File: src/rtl/pipe_skid_reg.sv
// Two-entry pipeline register with a skid buffer so in_ready is registered and
// carries no combinational path from out_ready.
module pipe_skid_reg #(
  parameter int unsigned WIDTH = 32
) (
  input  logic             clk,
  input  logic             rst,
  input  logic             flush,
  input  logic             in_valid,
  output logic             in_ready,
  input  logic [WIDTH-1:0] in_data,
  output logic             out_valid,
  input  logic             out_ready,
  output logic [WIDTH-1:0] out_data
);

  localparam logic [1:0] StEmpty = 2'b00;
  localparam logic [1:0] StBusy  = 2'b01;
  localparam logic [1:0] StFull  = 2'b10;

  logic [1:0]       state_q, state_d;
  logic [WIDTH-1:0] main_q, main_d;
  logic [WIDTH-1:0] skid_q, skid_d;
  logic             in_ready_q, in_ready_d;
  logic             out_valid_q, out_valid_d;

  always_comb begin
    state_d = state_q;
    main_d  = main_q;
    skid_d  = skid_q;
    // Flush only drops occupancy; the data registers keep their contents.
    if (flush) begin
      state_d = StEmpty;
    end else begin
      case (state_q)
        StEmpty: begin
          if (in_valid) begin
            main_d  = in_data;
            state_d = StBusy;
          end
        end
        StBusy: begin
          if (in_valid && out_ready) begin
            main_d = in_data;
          end else if (in_valid) begin
            skid_d  = in_data;
            state_d = StFull;
          end else if (out_ready) begin
            state_d = StEmpty;
          end
        end
        StFull: begin
          // in_ready is low here, so in_valid is ignored.
          if (out_ready) begin
            main_d  = skid_q;
            state_d = StBusy;
          end
        end
        default: state_d = StEmpty;
      endcase
    end
    // Handshake flags are precomputed from the next state and registered.
    in_ready_d  = (state_d != StFull);
    out_valid_d = (state_d != StEmpty);
  end

  always_ff @(posedge clk or posedge rst) begin
    if (rst) begin
      state_q     <= StEmpty;
      main_q      <= '0;
      skid_q      <= '0;
      in_ready_q  <= 1'b1;
      out_valid_q <= 1'b0;
    end else begin
      state_q     <= state_d;
      main_q      <= main_d;
      skid_q      <= skid_d;
      in_ready_q  <= in_ready_d;
      out_valid_q <= out_valid_d;
    end
  end

  assign in_ready  = in_ready_q;
  assign out_valid = out_valid_q;
  assign out_data  = main_q;

endmodule
File: config.mk
export PLATFORM = sky130hd
export DESIGN_NAME = pipe_skid_reg
export DESIGN_NICKNAME = d
export VERILOG_FILES = /design/src/rtl/pipe_skid_reg.sv
export SDC_FILE = /design/constraint.sdc
export NUM_CORES = 1
export LEC_CHECK = 0
export BUFFER_PORTS_ARGS = -buffer_cell sky130_fd_sc_hd__buf_4
export CORE_UTILIZATION = 25
export DETAILED_ROUTE_END_ITERATION = 7
export SLEW_MARGIN = 0
export SYNTH_ARGS = -nofsm -noshare
export SYNTH_HDL_FRONTEND = slang
export SYNTH_SLANG_ARGS = --single-unit
File: constraint.sdc
create_clock -name clk -period 1.72 [get_ports clk]
set_input_delay 0 -clock clk [delete_from_list [all_inputs] [get_ports clk]]
set_output_delay 0 -clock clk [all_outputs]
set_load 0.05 [all_outputs]
# Word level (Yosys, flattened, before mapping)
# Cells that the tools add are included.
# Widths: inputs -> output; s select.
[classes]
muxes = 11
bitwise = 2
reduce_logical = 6
n_eq_ne = 6
[ops]
columns = ["cell", "n"]
rows = [
  ["$mux 32", 3],
  ["$pmux 32 s3", 1],
  ["$mux 2", 6],
  ["$ne 2x2->1 const B", 4],
  ["$pmux 2 s3", 1],
  ["$reduce_and 5->1", 1],
  ["$reduce_and 4->1", 1],
  ["$reduce_bool 3->1", 1],
  ["$eq 2x1->1 const B", 1],
  ["$eq 2x2->1 const B", 1],
  ["$logic_not 2->1", 1],
  ["$not 1->1", 2],
  ["$reduce_bool 2->1", 1],
  ["$logic_and 1x1->1", 1],
]
[totals]
output_inout_bits = 34
reg_bits = 68

# Longest topological paths before layout
[depth]
word_depth = 6
ltp_mapped = 5
ltp_nobuf = 3

# Least setup slack after synthesis
# Ideal clock, no wire load.
[synth_path]
path_kind = "register to register"
from = "register state_q[1]"
to = "register skid_q[0]"
arrival_ns = 1.452
required_ns = 1.595
path_stages_with_launch = 6
slack_ns = 0.143
synth_period_minus_slack_ns = 1.577
path_cell_list = "dfrtp_1 nand3b_1 or3_1 buf_6 buf_12 mux2_4"
[synth_between]
elab_chain_cells = 2
[synth_lines]
columns = ["item", "line_no", "source"]
rows = [
  ["from (decl)", "21", "logic [1:0] state_q, state_d;"],
  ["from (signal assigned)", "69", "state_q <= StEmpty;"],
  ["from (signal assigned)", "75", "state_q <= state_d;"],
  ["$eq 2x1->1", "35", "case (state_q)"],
  ["$reduce_and 4->1 (no source line)", "--", ""],
  ["to (signal assigned)", "77", "skid_q <= skid_d;"],
  ["to (decl)", "23", "logic [WIDTH-1:0] skid_q, skid_d;"],
]
# Every way passes these cells.
# A chain may end at the register's enable or synchronous reset.

# Final worst setup path
[layout_path]
from = "register state_q[1]"
to = "register main_q[26], in the netlist out_data[26]"
[layout_between]
elab_chain_cells = 3
word_cells_on_any_way = 9
[layout_lines]
columns = ["item", "line_no", "source"]
rows = [
  ["$eq 2x1->1 (tied with other cells)", "35", ""],
  ["$ne 2x2->1 (no source line) or $reduce_bool 3->1 (tied branches)", "--", ""],
  ["$reduce_and 5->1 (no source line)", "--", ""],
  ["to (signal assigned)", "76", "main_q <= main_d;"],
  ["to (decl)", "22", "logic [WIDTH-1:0] main_q, main_d;"],
]
# Several ways; a longest one is shown, not always the timed one.

==> results.ini <==
[outcome]
status=completed

[timing]
setup_violations=0
layout_min_cycle_time_ps=1690
finClkSkew_ps=6.98
max_freq_mhz=591
max_slew_margin_pct=65.7
maxSlewViolCount=0
worst_pin_slew_ps=515
rsz0062_at_grt=yes
hold_viol_final=0
period_share_pct=98.3

[clocking]
htree_levels=3
clock-sinks=68
cts_buffer_depth=2
clk_latency_ps=330
clk_pin_slew_ps=50
postCtsSetupBuffers=0
cts_tree=done
numCtsBuffers=9
clockRootBuffer=clkbuf_16

[synthesis]
yosysSeqAreaShare_pct=54.5
synth_cells=189
synth_fa_ha_area_share_pct=0
synth.distinct_cells=21
syn_area_per_cell_um2=16.5
synth_xor_xnor_area_share_pct=0
synth.cell_area_um2=3130
synthSimpleGateAreaFrac_pct=1.68
ys_seq_elements=68
synth_top_family_by_area=multiplexers
yosysWarnings=0
synth.mux.area_fraction_pct=38.5
syn-num-nets=226
synth_compound_area_share_pct=1.48

[min_path]
min_path_type=primary input to flip-flop
holdPathStages=3

[pwr]
p_leak_uw=0.00212
p_per_area_nw_per_um2=1270
power_uw=5760
vdd_drop_max_mv=0.621

[floorplan]
io_pins=71
die_y_um=114
dieWidth_um=114
die_area_um2=13000
core_region_area_um2=12100
start_util_pct=25.8
core.rowCount=40

[worst_setup_path]
arrival_ps=1910
worst_path_most_repeated_cell=buf_4
critPathSlowestCell=dfrtp_1
crit_type=flip-flop to flip-flop
crit_chain=buf_4 > mux2i_2 > o31ai_4 > buf_4 > mux2_2
required_ps=1940
cp_slowest_stage_delay_ps=390
critPathLaunchType=flip-flop
reg2reg_depth=5
cp-end-kind=flip-flop
path_max_fanout=10

[finish]
n_antenna_cell=0
final_cell_mix=buf_4 (76), dfrtp_1 (67), mux2_2 (65), dlygate4sd3_1 (35), mux2_4 (30)
instances_no_fill=476
layout_commonest_cell=buf_4
final_cell_area_um2=4530
drive_gt1_share_pct=63.6
fin_nets=341
area_delta_synth_final_pct=44.9

[global_route]
gr-total-overflow=0
grt_pass1_vias=2014
track_usage_pct=10.6
grt_max_degree=41
grt_first_pass_wirelength_um=10200
antenna_found_initial=0

[placement]
dp_cells=426
gp_congestion=0.687
numPortBuffers=70
place_area_um2=3860
dp_hpwl_um=3860

[drt]
routed_wl_um=6210
first_pass_iters=4
viasPerCell=4.04
ant_nets=0
vias=1925
drc=0
drt-initial-drc-count=52
routedWlPerCell_um=13.1

[job]
drv_cap=0

[power by group]
part	internal, uW	total [uW]	switching (uW)
registers	1990	2190	200
clock network	1230	1880	648
logic	798	1690	891
total	4020	5760	1740
[routing by layer]
metal / wire length, um / part of all wire (%) / vias up / global-route usage, %
li1: - / - / 913 / -
met4: 141 / 2.3 / 0 / 5.71
met5: 0 / 0 / - / 0
met1: 2630 / 42 / 949 / 11.9
met3: 364 / 5.9 / 10 / 4.36
met2: 3080 / 50 / 53 / 17.4
[worst max-delay path: cells and delay by family (launching register included)]
family	cells	cell delay, ps
muxes	2	520
buffers and inverters	2	400
DFF	1	390
AOI/OAI and AO/OA	1	270
[flip-flops by register name, summed over array words and instances, names as in the netlist]
register / cells
in_ready: 1
out_data: 32
out_valid: 1
skid_q: 32
state_q: 2
[synthesized netlist by cell type, drive strengths merged]
cell type | number | share of area, %
mux2 | 96 | 38
dfrtp | 67 | 54
buf | 11 | 3.6
inv | 2 | 0.24
nand3b | 2 | 0.48
a211o | 1 | 0.32
dfstp | 1 | 0.84
mux2i | 1 | 0.32
nand2b | 1 | 0.20
nand4bb | 1 | 0.36
nor2 | 1 | 0.12
o211a | 1 | 0.32
o21ai | 1 | 0.16
o31ai | 1 | 0.68
or3 | 1 | 0.20
or4b | 1 | 0.32
[through the flow]
step | hold slack, ps | util, % | setup TNS, ps | setup WS (ps)
5_1_grt | 117 | 37.4 | -645 | -35.0
3_5_place_dp | 108 | 31.9 | 0 | 24.7
4_1_cts | 71.3 | 37.3 | -15.1 | -6.69
2_1_floorplan | 66.4 | - | 0 | 10.1
3_3_place_gp | 103 | 31.9 | 0 | 46.5
6_report | 108 | 37.4 | 0 | 28.5
[path summary, 6_finish.rpt]
kind                                   start            to  slack (ps)
worst max-delay path              state_q[1]  out_data[26]          30
worst min-delay path                in_valid      in_ready         110
worst max register to register    state_q[1]  out_data[26]          30
worst min register to register  out_data[31]  out_data[31]         490
max in group asynchronous                rst    skid_q[19]         980
min in group asynchronous                rst  out_data[30]         310
[what timing repair did]
action	in CTS	in global routing
resized for setup	0	3
hold endpoints to repair	103	0
endpoints found under the setup margin	6	62
pin swaps	0	0
hold buffers	35	0
[layout make-up]
class | count | area (um2)
fillers | 1172 | 7580
flip-flops and latches | 68 | 1700
multi-input cells | 108 | 1310
repair buffers | 115 | 992
clock buffers | 14 | 274
well taps | 168 | 210
clock inverters | 1 | 30.0
inverters | 2 | 7.51
[kinds of logic after synthesis]
kind of cell	after synthesis
compound gates	4
buf+inv	13
flops	68
mux	97
simple gates	7
No activity file was read; power rests on OpenSTA's default activity.
